`src/rtl/dll_ctrl_multi.sv`:
```
// dll_ctrl_multi: per-lane bang-bang DLL tap controller with auto tracking and manual code pass-through.
// state  | meaning
// HOLD   | just restarted; adj = init code, picks TRACK or MANUAL next cycle
// TRACK  | steps adj on the phase detector every SETTLE cycles, counting reversals
// LOCKED | dithering around the edge; lock held until three same-direction steps
// MANUAL | adj follows the clamped software code; lock after LOCK_WAIT unchanged cycles
module dll_ctrl_multi #(
    parameter int LANES     = 4,
    parameter int AW        = 8,
    parameter int MADJ      = 128,
    parameter int SETTLE    = 16,
    parameter int REV_LOCK  = 4,
    parameter int LOCK_WAIT = 100
) (
    input  logic                clock,
    input  logic                reset,
    input  logic                io_mode,
    input  logic [LANES-1:0]    io_dll_reset,
    input  logic [AW-1:0]       io_init_adj,
    input  logic [LANES*AW-1:0] io_man_adj,
    input  logic [LANES-1:0]    io_pd_early,
    output logic [LANES*AW-1:0] io_adj,
    output logic [AW-1:0]       io_madj,
    output logic [LANES-1:0]    io_lock,
    output logic                io_lock_all,
    output logic [LANES-1:0]    io_err
);
    localparam int CW = (SETTLE > 1) ? $clog2(SETTLE) : 1;
    localparam int RW = $clog2(REV_LOCK + 1);
    localparam int SW = $clog2(LOCK_WAIT + 1);
    localparam logic [AW-1:0] ADJ_MAX  = AW'(MADJ - 1);
    localparam logic [CW-1:0] CNT_LAST = CW'(SETTLE - 1);
    localparam logic [RW-1:0] REV_TGT  = RW'(REV_LOCK);
    localparam logic [SW-1:0] STB_TGT  = SW'(LOCK_WAIT);

    typedef enum logic [1:0] {HOLD, TRACK, LOCKED, MANUAL} state_t;

    logic          mode_q;
    logic [AW-1:0] init_clamped;

    always_ff @(posedge clock) begin
        mode_q <= io_mode;
    end

    assign init_clamped = (io_init_adj > ADJ_MAX) ? ADJ_MAX : io_init_adj;
    assign io_madj      = AW'(MADJ);
    assign io_lock_all  = &io_lock;

    for (genvar i = 0; i < LANES; i++) begin : g_lane
        state_t        state, state_nxt;
        logic [AW-1:0] adj, adj_nxt, man;
        logic          lock, lock_nxt;
        logic          err, err_nxt;
        logic          dir, dir_nxt;
        logic          stepped, stepped_nxt;
        logic [RW-1:0] rev, rev_nxt;
        logic [1:0]    same, same_nxt;
        logic [CW-1:0] cnt, cnt_nxt;
        logic [SW-1:0] stable, stable_nxt;
        logic          restart, up;

        assign restart = io_dll_reset[i] | (io_mode != mode_q);
        assign up      = io_pd_early[i];
        assign man     = (io_man_adj[i*AW +: AW] > ADJ_MAX) ? ADJ_MAX : io_man_adj[i*AW +: AW];

        always_comb begin
            state_nxt   = state;
            adj_nxt     = adj;
            lock_nxt    = lock;
            err_nxt     = err;
            dir_nxt     = dir;
            stepped_nxt = stepped;
            rev_nxt     = rev;
            same_nxt    = same;
            cnt_nxt     = cnt;
            stable_nxt  = stable;
            if (restart) begin
                state_nxt   = HOLD;
                adj_nxt     = init_clamped;
                lock_nxt    = 1'b0;
                err_nxt     = 1'b0;
                dir_nxt     = 1'b0;
                stepped_nxt = 1'b0;
                rev_nxt     = '0;
                same_nxt    = '0;
                cnt_nxt     = '0;
                stable_nxt  = '0;
            end else begin
                case (state)
                    HOLD: begin
                        if (io_mode) begin
                            state_nxt  = MANUAL;
                            adj_nxt    = man;
                            stable_nxt = '0;
                        end else begin
                            state_nxt = TRACK;
                        end
                    end
                    TRACK, LOCKED: begin
                        if (cnt != CNT_LAST) begin
                            cnt_nxt = cnt + 1'b1;
                        end else begin
                            cnt_nxt = '0;
                            // a clamped step still counts as a step for reversal tracking
                            if ((up && adj == ADJ_MAX) || (!up && adj == '0))
                                err_nxt = 1'b1;
                            else
                                adj_nxt = up ? adj + 1'b1 : adj - 1'b1;
                            if (stepped && (up != dir)) begin
                                same_nxt = '0;
                                if (rev != REV_TGT) rev_nxt = rev + 1'b1;
                            end else if (same != 2'd3) begin
                                same_nxt = same + 2'd1;
                            end
                            dir_nxt     = up;
                            stepped_nxt = 1'b1;
                            if (state == TRACK && rev_nxt == REV_TGT) begin
                                state_nxt = LOCKED;
                                lock_nxt  = 1'b1;
                            end else if (state == LOCKED && same_nxt == 2'd3) begin
                                state_nxt = TRACK;
                                lock_nxt  = 1'b0;
                                rev_nxt   = '0;
                            end
                        end
                    end
                    MANUAL: begin
                        if (man != adj) begin
                            adj_nxt    = man;
                            stable_nxt = '0;
                            lock_nxt   = 1'b0;
                        end else begin
                            if (stable != STB_TGT) stable_nxt = stable + 1'b1;
                            if (stable_nxt == STB_TGT) lock_nxt = 1'b1;
                        end
                    end
                    default: state_nxt = HOLD;
                endcase
            end
        end

        always_ff @(posedge clock) begin
            if (reset) begin
                state   <= HOLD;
                adj     <= init_clamped;
                lock    <= 1'b0;
                err     <= 1'b0;
                dir     <= 1'b0;
                stepped <= 1'b0;
                rev     <= '0;
                same    <= '0;
                cnt     <= '0;
                stable  <= '0;
            end else begin
                state   <= state_nxt;
                adj     <= adj_nxt;
                lock    <= lock_nxt;
                err     <= err_nxt;
                dir     <= dir_nxt;
                stepped <= stepped_nxt;
                rev     <= rev_nxt;
                same    <= same_nxt;
                cnt     <= cnt_nxt;
                stable  <= stable_nxt;
            end
        end

        assign io_adj[i*AW +: AW] = adj;
        assign io_lock[i]         = lock;
        assign io_err[i]          = err;
    end
endmodule
```
`config.mk`:
```
export PLATFORM = sky130hd
export DESIGN_NAME = dll_ctrl_multi
export DESIGN_NICKNAME = d
export VERILOG_FILES = /design/src/rtl/dll_ctrl_multi.sv
export SDC_FILE = /design/constraint.sdc
export NUM_CORES = 1
export LEC_CHECK = 0
export BUFFER_PORTS_ARGS = -buffer_cell sky130_fd_sc_hd__buf_2
export CAP_MARGIN = 20
export CORE_UTILIZATION = 35
export CTS_CLUSTER_SIZE = 28
export DETAILED_ROUTE_END_ITERATION = 10
export GPL_TIMING_DRIVEN = 0
export HOLD_SLACK_MARGIN = 0.08
export PLACE_DENSITY = 0.59
export SYNTH_ARGS = -nofsm -noshare
export SYNTH_HDL_FRONTEND = slang
export SYNTH_SLANG_ARGS = --single-unit
export TNS_END_PERCENT = 50
```
`constraint.sdc`:
```
create_clock -name clock -period 4.4 [get_ports clock]
set_input_delay 0 -clock clock [delete_from_list [all_inputs] [get_ports clock]]
set_output_delay 0 -clock clock [all_outputs]
set_load 0.1 [all_outputs]
```
# Yosys cells after proc, flatten, opt, wreduce, memory -nomap -nowiden
# Cells that the tools add are included.
dict set report totals {
  ff_bits 121
  inputBits 51
  output_inout_bits 49
  word_cells 399
}
dict set report classes {
  n_addsub 24
  order_cmp 5
  eq_ne 85
  n_mux 155
  bitwise 8
  n_reduce_logical 81
}
# op n
set op_table {}
lappend op_table {{8-bit 2-to-1 mux} 33}
lappend op_table {{7-bit 2-to-1 mux} 21}
lappend op_table {{8-bit one-hot mux with 3 select lines} 4}
lappend op_table {{3-bit 2-to-1 mux} 28}
lappend op_table {{4-bit inequality test, second input constant} 20}
lappend op_table {{2-bit 2-to-1 mux} 33}
lappend op_table {{7-bit one-hot mux with 2 select lines} 4}
lappend op_table {{8-bit by 7-bit greater-than comparator with 1-bit output, second input constant} 5}
lappend op_table {{3-bit inequality test, second input constant} 12}
lappend op_table {{4-bit AND reduction} 9}
lappend op_table {{8-bit by 1-bit adder with 8-bit output, second input constant} 4}
lappend op_table {{8-bit by 7-bit == test with 1-bit output, second input constant} 4}
lappend op_table {{8-bit zero test} 4}
lappend op_table {{8-bit inequality test} 4}
lappend op_table {{8-bit by 1-bit subtractor with 8-bit output, second input constant} 4}
lappend op_table {{7-bit by 1-bit adder with 7-bit output, second input constant} 4}
lappend op_table {{7-bit == test, second input constant} 4}
lappend op_table {{7-bit inequality test, second input constant} 4}
lappend op_table {{2-bit == test, second input constant} 12}
lappend op_table {{2-bit inequality test, second input constant} 12}
lappend op_table {{3-bit AND reduction} 8}
lappend op_table {{2-bit nonzero test} 12}
lappend op_table {{1-bit logical AND} 20}
lappend op_table {{1-bit 2-to-1 mux} 20}
lappend op_table {{other kinds (16)} 73}

# Logic depth before layout (Yosys ltp)
# Gate-level depths: netlist of run 1.
dict set report logic_depth {
  word_depth 12
  ltp_mapped 9
  mapped_depth_nobuf 8
}

# Worst setup path before layout of run 1
# OpenSTA, ideal clock, no wires.
dict set report synth_timing {
  path_kind {register to register}
  from {register g_lane[0].adj[0]}
  to {register g_lane[0].adj[0], enable pin}
  setup_time_ps 387
  arrival_ps 2749
  required_time_ps 4013
  path_slack_ps 1265
  path_stages_with_launch 7
  path_buffers 1
  synth_period_minus_slack_ps 3135
  cell_sequence {edfxtp_1 clkbuf_1 xor2_1 nor4_1 o22ai_1 nor2_2 o31ai_1}
}
dict set report synth_via {
  elab_chain_cells 5
  word_cells_on_any_way 9
  cone_classes {eq/ne: 4; reduce/logical: 5}
}
# element line_no
set synth_rtl {}
lappend synth_rtl {{start, declared} 51} ;# logic [AW-1:0] adj, adj_nxt, man;
lappend synth_rtl {{start signal, assigned} 145} ;# adj <= init_clamped;
lappend synth_rtl {{start signal, assigned} 156} ;# adj <= adj_nxt;
lappend synth_rtl {{8-bit by 7-bit == test with 1-bit output / 8-bit zero test (equally long branches)} 105} ;# if ((up && adj == ADJ_MAX) || (!up && adj == '0))
lappend synth_rtl {{1-bit logical AND} 105}
lappend synth_rtl {{1-bit logical OR} 105}
lappend synth_rtl {{4-bit inequality test (no source line)} --}
lappend synth_rtl {{4-bit AND reduction (no source line) (*)} --}
# Every way passes the cells marked *; elsewhere a longest branch is shown, timed or not.
# A chain may end at the register's enable or synchronous reset.

# Worst setup path after layout of run 1
dict set report layout_timing {
  from {register g_lane[2].state[1]}
  to {register g_lane[2].adj[0] (data pin)}
}
dict set report layout_via {
  elab_chain_cells 5
  word_cells_on_any_way 8
  cone_classes {eq/ne: 3; mux: 3; reduce/logical: 2}
}
# element line_no
set layout_rtl {}
lappend layout_rtl {{start, declared} 50} ;# state_t state, state_nxt;
lappend layout_rtl {{start signal, assigned} 155} ;# state <= state_nxt;
lappend layout_rtl {{2-bit by 1-bit == test with 1-bit output / 2-bit == test (equally long branches)} 89} ;# case (state)
lappend layout_rtl {{2-bit OR reduction} 89}
lappend layout_rtl {{8-bit one-hot mux with 3 select lines (*)} 89}
lappend layout_rtl {{8-bit 2-to-1 mux (*)} 77} ;# if (restart) begin
lappend layout_rtl {{8-bit 2-to-1 mux (*)} 143} ;# if (reset) begin
lappend layout_rtl {{end signal, assigned} 145}
lappend layout_rtl {{end signal, assigned} 156}
lappend layout_rtl {{end, declared} 51}
# Marked as above.

==> results, run 1 <==
- The maximum VDD drop is 0.000193 V.
- The clock reaches the later pin of the worst-skew pair after 0.42 ns.
- The dominant synthesized flop cell is sky130_fd_sc_hd__dfxtp_1.
- Dividing the final minimum period by the clock period gives 0.725.
- The mapped netlist covers 9010 um^2.
- The share of synthesized area in the top cell type comes to 0.198.
- Setup repair after global routing left no endpoint under its margin.
- The cell count after synthesis came out at 1115.
- After global routing the overflow that remains totals 0.
- The floorplan die area is 26400 um^2.
- The routed length per placed instance is 16.6 um.
- The pin count of the biggest net entering global routing is 17.
- The share of post-route cells with drive strength above 1 is 0.124.
- The pre-antenna-repair detailed-routing pass consisted of 5 iterations.
- The total instance count after detailed placement is 1538.
- The final hold slack is 0.0576 ns.
- The number of synthesized register bits is 121.
- Dividing total power by cell area gives a power density of 328 nW/um^2.
- The CTS tree is built.
- Dividing the synthesized area by the synthesized cell count gives 8.08 um^2.
- The maximum clock rate is 314 MHz.
- Headroom to the max-slew limit came out at 0.361.
- In this run the horizontal extent of the chip is 162 um.
- The congestion estimate from routability-driven global placement came to 0.873.
- The clock net in this run drives a total of 121 sinks.
- The number of hold violations in the final report was 0.
- In the post-synthesis netlist, the biggest area contributors are sky130_fd_sc_hd__dfxtp_1 (20%), sky130_fd_sc_hd__edfxtp_1 (11%), sky130_fd_sc_hd__ha_1 (8.3%).
- In this run the post-CTS setup repair buffer count came out at 0.
- In this run the clock root is driven by a sky130_fd_sc_hd__clkbuf_16.
- The synthesized design spends more area on one cell type than any other, namely sky130_fd_sc_hd__dfxtp_1.
- The floorplan row count is 58.
- The final setup violation count is 0.
- The global-route wire length before repair is 42100 um.
- The post-synthesis to final-layout area growth is 19.3%.
- The floorplan step defined a core boundary enclosing 25200 um^2.
- The detailed router finished its first iteration with 744 violations.
- For the worst setup path, the data required time is 4.56 ns.
- The flow ran to the end, and the final reports show no timing, DRC or antenna violations.
- Max-cap violations in this run came to 0.
- Counting along the longest clock path gives a buffer depth of 2.
- The fraction of registers with async set or reset after synthesis is 0.
- At the pin with the least slew margin, the transition time is 0.955 ns.
- The I/O pin count is 100.
- The worst slack after detailed placement is 1.26 ns.
- The commonest cells after synthesis are sky130_fd_sc_hd__a21oi_1 (116), sky130_fd_sc_hd__dfxtp_1 (89), sky130_fd_sc_hd__nand2_1 (80), sky130_fd_sc_hd__nor2_1 (80), sky130_fd_sc_hd__o21ai_0 (63).
- Of the synthesized area, sequential elements account for 0.304.
- The post-layout instance count excluding filler cells is 1599.
- For this configuration, the core starts out at a cell density of 0.358.
- The clock period minus final worst setup slack is 3.19 ns.
- The completed layout was analyzed and its total power is 3.53 mW.
- Yosys printed 0 warnings.
- Clock-pin slew was measured on the worst setup and hold paths at 0.06 ns.
- Counting the buffers created by CTS gives 17.
- In this run the remaining antenna-violating nets after routing total 0.
- The via density per instance is 5.48.
- The detailed-placement wirelength estimate is 19700 um.
- The analysis attributes to cell leakage a power of 3.89 nW.
- The nature of the critical path startpoint is a register.
- Yosys mapped a number of flops with a built-in enable equal to 32.
- Along the worst path, the maximum fanout reaches 10.
- The initial antenna violation count is 0.
- The total via count in the routed design is 8762.
- For this run, the total global-route usage over all layers was measured as 0.201.
- The number of pins exceeding their max-slew limit in the final report was 0.
- The most used standard cell by instance count after synthesis is sky130_fd_sc_hd__a21oi_1.
- The floorplan step set the die height to 162 um.
- The path class of the lowest-slack min-delay path is primary input to register.
- The nature of the critical path endpoint is a register.
- The number of global-route vias before repair came to 8037.
- After the last flow step, the layout net total stands at 1371.
- The setup total negative slack is 0 ns.
- The path type of the worst setup path is register to register.
- 0 antenna diodes ended up in the layout.
- On the final layout, the worst clock skew is 0.00854 ns.
- The worst setup slack after layout is 1.21 ns.
- The data arrival time of the critical path is 3.35 ns.
- The H-tree generated during clock tree synthesis spans 4 levels.
- The distinct cell type count after synthesis is 81.
- Wires add up to 26500 um.
- During placement, the flow inserted port buffers numbering 83.
- The number of remaining DRC errors is 0.
==> per-stage QoR <==
| step | utilization | area (um^2) |
|---|---|---|
| after floorplan | - | 9030 |
| after global placement | 0.392 | 9860 |
| after detailed placement | 0.393 | 9890 |
| after CTS | 0.427 | 10700 |
| after global routing | 0.427 | 10700 |
| final | 0.427 | 10700 |
==> sequential cells by signal, summed over array words and instances (netlist names) <==
signal,flops
g_lane.adj,32
g_lane.cnt,16
g_lane.dir,4
g_lane.err,4
g_lane.lock,4
g_lane.rev,12
g_lane.same,8
g_lane.stable,28
g_lane.state,8
g_lane.stepped,4
mode_q,1
==> cell type report <==
class / count / area (um^2)
sequential: 121 / 2740
fill: 2617 / 14400
clock buffer: 22 / 444
buffer: 70 / 339
multi-input combinational: 869 / 5720
inverter: 61 / 229
timing repair buffer: 116 / 731
clock inverter: 10 / 128
tap: 330 / 413
==> metal layers <==
layer | part of all wire | wire length, um | track usage | vias to the layer above
li1 | - | - | - | 4418
met1 | 0.48 | 12700 | 0.274 | 4097
met2 | 0.46 | 12100 | 0.320 | 215
met3 | 0.044 | 1170 | 0.0357 | 32
met4 | 0.020 | 518 | 0.0673 | 0
met5 | 0 | 0 | 0 | -
==> kinds of logic after synthesis <==
family | after synthesis | share of synthesized area
flip-flops | 121 | 0.304
adder cells (fa/ha/maj) | 64 | 0.0922
buffers and inverters | 131 | 0.0630
AND/OR/NAND/NOR | 388 | 0.222
multiplexers | 22 | 0.0253
other | 2 | 0.000834
AO/OA/AOI/OAI | 332 | 0.238
XOR/XNOR | 55 | 0.0543
==> cell usage in the layout, fill, tap and decap left out, drive strengths merged, types with 28 or more instances in the layout <==
cell type,n
dlygate4sd3,29
nor4,29
nand2,80
clkbuf,66
o21ai,67
inv,61
ha,60
dfxtp,89
a21oi,116
nor2,83
xnor2,28
buf,113
nand3,43
edfxtp,32
nor3,42
==> power by group <==
part | total, mW | leakage, nW | switching (mW) | internal (mW)
clock network | 1.39 | 0.273 | 0.511 | 0.883
logic | 0.884 | 2.59 | 0.613 | 0.271
registers | 1.25 | 1.03 | 0.0667 | 1.19
total | 3.53 | 3.89 | 1.19 | 2.34
==> critical path, cell delays in order, from the launching register on <==
cell and delay [ns]:
sky130_fd_sc_hd__dfxtp_1 0.40, sky130_fd_sc_hd__inv_1 0.09, sky130_fd_sc_hd__ha_1 0.27, sky130_fd_sc_hd__clkbuf_1 0.35
sky130_fd_sc_hd__clkbuf_1 0.43, sky130_fd_sc_hd__buf_1 0.47, sky130_fd_sc_hd__nand2_1 0.11, sky130_fd_sc_hd__o311ai_0 0.10
sky130_fd_sc_hd__o21ai_0 0.13, sky130_fd_sc_hd__dlygate4sd3_1 0.58
==> timing repair <==
item                                   in CTS  in global routing
hold buffers                               29                  0
resized for setup                           0                  0
endpoints found under the hold margin      24                  0
==> path summary, 6_finish.rpt <==
| kind | slack (ns) | start | cells after the start | end |
|---|---|---|---|---|
| hold reg to reg | 0.47 | g_lane[2].rev[0]$_SDFFE_PN0P_ | 2 | g_lane[2].rev[0]$_SDFFE_PN0P_ |
| setup / recovery | 1.21 | g_lane[2].state[1]$_SDFFE_PN0P_ | 9 | g_lane[2].adj[0]$_DFFE_PP_ |
| setup reg to reg | 1.21 | g_lane[2].state[1]$_SDFFE_PN0P_ | 9 | g_lane[2].adj[0]$_DFFE_PP_ |
| hold / removal | 0.06 | io_init_adj[2] | 3 | g_lane[1].adj[2]$_DFFE_PP_ |
Power figures use the tool's default switching activity.
==> inputs of run 2 (changes only) <==
==> constraint.sdc (replaced) <==
create_clock -name clock -period 3.1 [get_ports clock]
set_input_delay 0 -clock clock [delete_from_list [all_inputs] [get_ports clock]]
set_output_delay 0 -clock clock [all_outputs]
set_load 0.1 [all_outputs]
==> results, run 2 (synthesized netlist as in run 1, its figures left out) <==
- The DRC marker count from the first detailed-route iteration was 648 (was 744).
- The residual antenna-violating net count after detailed routing is 0 (unchanged).
- The pin count of the biggest net entering global routing came to 17 (unchanged).
- The number of global-route vias before repair was 7982 (was 8037).
- The via density per instance is 5.52 (was 5.48).
- The clock group share of total power came to 0.389 (was 0.395).
- The maximum clock rate is 357 MHz (was 314 MHz).
- The worst slack after detailed placement is 0.0606 ns (was 1.26 ns).
- The cell area power density is 461 nW/um^2 (was 328 nW/um^2).
- The leakage power figure is 3.88 nW (was 3.89 nW).
- Run status: completed (unchanged).
- The number of flip-flops under the largest register name is 32 (unchanged).
- The TritonCTS buffer count is 17 (unchanged).
- The routed length per placed instance is 16.5 um (was 16.6 um).
- The final setup violation count is 0 (unchanged).
- The area inside the core boundary is 25200 um^2 (unchanged).
- The path class of the lowest-slack min-delay path is primary input to register (unchanged).
- The CTS tree is built (unchanged).
- The number of pins exceeding their max-slew limit in the final report is 0 (unchanged).
- Top flop regs: g_lane.adj (32), g_lane.stable (28), g_lane.cnt (16) (unchanged).
- The clock period minus final worst setup slack is 2.80 ns (was 3.19 ns).
- The share of post-route cells with drive strength above 1 is 0.127 (was 0.124).
- The switching portion of total power is 0.345 (was 0.337).
- The clock latency on the worst-skew pair is 0.43 ns (was 0.42 ns).
- The number of iterations in the first detailed-routing pass is 6 (was 5).
- The normalized max-slew margin is 0.455 (was 0.361).
- The total grt overflow is 0 (unchanged).
- The startpoint of the tightest hold check path is io_init_adj[0] (was io_init_adj[2]).
- The initial cell density of the core is 0.358 (unchanged).
- The total via count in the routed design was 8820 (was 8762).
- The worst setup path startpoint is g_lane[0].adj[0]$_DFFE_PP_ (was g_lane[2].state[1]$_SDFFE_PN0P_).
- The count of H-tree levels built during CTS is 4 (unchanged).
- The all-layer global routing usage came to 0.200 (was 0.201).
- The power after layout is 4.95 mW (was 3.53 mW).
- The global-route wire length before repair came to 41700 um (was 42100 um).
- The setup total negative slack was 0 ns (unchanged).
- The cell depth of the worst hold path was 3 (unchanged).
- The final weighted congestion of routability-driven global placement came to 0.901 (was 0.873).
- The number of maximum-capacitance constraint violations was 0 (unchanged).
- The data required time at the worst endpoint is 3.17 ns (was 4.56 ns).
- The path type of the worst setup path is register to register (unchanged).
- The internal power summed over all cells is 3.24 mW (was 2.34 mW).
- The buffer depth of the longest clock path is 2 (unchanged).
- The post-synthesis to final-layout area growth is 19.3% (about the same).
- The number of post-CTS setup repair buffers is 0 (unchanged).
- The maximum VDD drop came to 0.000345 V (was 0.000193 V).
- The final worst-path cycle share is 0.903 (was 0.725).
- The I/O pin count is 100 (unchanged).
- The number of remaining DRC errors is 0 (unchanged).
- The critical register-to-register path startpoint is g_lane[0].adj[0]$_DFFE_PP_ (was g_lane[2].state[1]$_SDFFE_PN0P_).
- The maximum net fanout on the critical path is 8 (was 10).
- The nature of the critical path endpoint is a register (unchanged).
- The share of total power in sequential cells is 0.359 (was 0.355).
- The count of input and output buffers is 83 (unchanged).
- The number of sinks driven by the clock tree is 121 (unchanged).
- The initial antenna violation count is 1 (was 0).
- The vertical die dimension was 162 um (unchanged).
- The number of hold violations in the final report is 0 (unchanged).
- The detailed-placement wirelength estimate is 19600 um (was 19700 um).
- The largest clock skew in the final design is 0.00919 ns (was 0.00854 ns).
- The CTS clock-pin slew for the worst setup and hold paths is 0.06 ns (about the same).
- The number of cell instances on the worst register-to-register path is 6 (was 9).
- The cell at the root of the clock tree is sky130_fd_sc_hd__clkbuf_16 (unchanged).
- The nature of the critical path startpoint is a register (unchanged).
- The layout net count is 1370 (was 1371).
- Highest-count cells in the layout ignoring fill and taps: sky130_fd_sc_hd__a21oi_1 (116), sky130_fd_sc_hd__dfxtp_1 (89), sky130_fd_sc_hd__buf_2 (88) (was sky130_fd_sc_hd__a21oi_1 (116), sky130_fd_sc_hd__buf_2 (89), sky130_fd_sc_hd__dfxtp_1 (89)).
- The final hold slack is 0.0947 ns (was 0.0576 ns).
- The floorplan die area is 26400 um^2 (unchanged).
- The register ranked first by flip-flop count is g_lane.adj (unchanged).
- The commonest non-fill, non-tap cell in the layout is sky130_fd_sc_hd__a21oi_1 (unchanged).
- The final wirelength is 26300 um (was 26500 um).
- The switching power summed over all nets is 1.71 mW (was 1.19 mW).
- The final core utilization is 0.427 (about the same).
- The fraction of power consumed by combinational cells is 0.252 (was 0.250).
- The transition time of the tightest slew-check pin is 0.814 ns (was 0.955 ns).
- The floorplan row count came to 58 (unchanged).
- The data arrival time of the critical path was 2.86 ns (was 3.35 ns).
- The worst setup slack after layout is 0.302 ns (was 1.21 ns).
- The overall die width is 162 um (unchanged).
- Setup repair after global routing missed its margin: no (unchanged).
==> run 2: layout make-up <==
| type | count | area, um^2 |
|---|---|---|
| Multi-Input combinational cell | 869 | 5740 |
| Clock buffer | 20 | 437 |
| Buffer | 70 | 340 |
| Sequential cell | 121 | 2740 |
| Antenna cell | 1 | 2.50 |
| Fill cell | 2529 | 14400 |
| Clock inverter | 12 | 126 |
| Timing Repair Buffer | 115 | 726 |
| Tap cell | 330 | 413 |
| Inverter | 61 | 229 |
==> run 2: timing repair <==
action | CTS | global route
hold endpoints to repair | 29 | 0
resized for setup | 0 | 3
endpoints found under the setup margin | 0 | 10
hold buffers | 29 | 0
==> run 2: critical path, cell delays in order (launching register included) <==
cell	delay, ns
sky130_fd_sc_hd__edfxtp_1	0.45
sky130_fd_sc_hd__clkbuf_1	0.34
sky130_fd_sc_hd__xor2_1	0.19
sky130_fd_sc_hd__nor4_1	0.06
sky130_fd_sc_hd__o22ai_1	0.58
sky130_fd_sc_hd__nor2_2	0.24
sky130_fd_sc_hd__o31ai_4	0.57
==> run 2: per-layer routing <==
metal	track usage	vias to the layer above	share of wire
met5	0	-	0
met4	0.0686	0	0.017
met3	0.0295	31	0.044
met2	0.328	224	0.47
met1	0.267	4149	0.47
li1	-	4416	-
==> run 2: power by group through the flow <==
| stage | Combinational (mW) | Clock (mW) | Sequential, mW |
|---|---|---|---|
| global route | 1.35 | 2.03 | 1.79 |
| finish | 1.25 | 1.93 | 1.78 |
| global placement | 1.20 | 0 | 1.81 |
| detailed placement | 1.21 | 0 | 1.81 |
| CTS | 1.24 | 1.96 | 1.78 |
| floorplan | 0.663 | 0 | 2.06 |
==> run 2: per-stage QoR <==
step           instances  area [um^2]
2_1_floorplan       1121         9040
3_3_place_gp        1534         9870
3_5_place_dp        1537         9890
4_1_cts             1598        10700
5_1_grt             1599        10800
6_report            1599        10800
==> run 2: path summary, 6_finish.rpt <==
kind	end	slack, ns
setup reg to reg	g_lane[0].adj[4]$_DFFE_PP_	0.30
hold / removal	g_lane[3].adj[0]$_DFFE_PP_	0.09
hold reg to reg	g_lane[2].rev[0]$_SDFFE_PN0P_	0.47
setup / recovery	g_lane[0].adj[4]$_DFFE_PP_	0.30
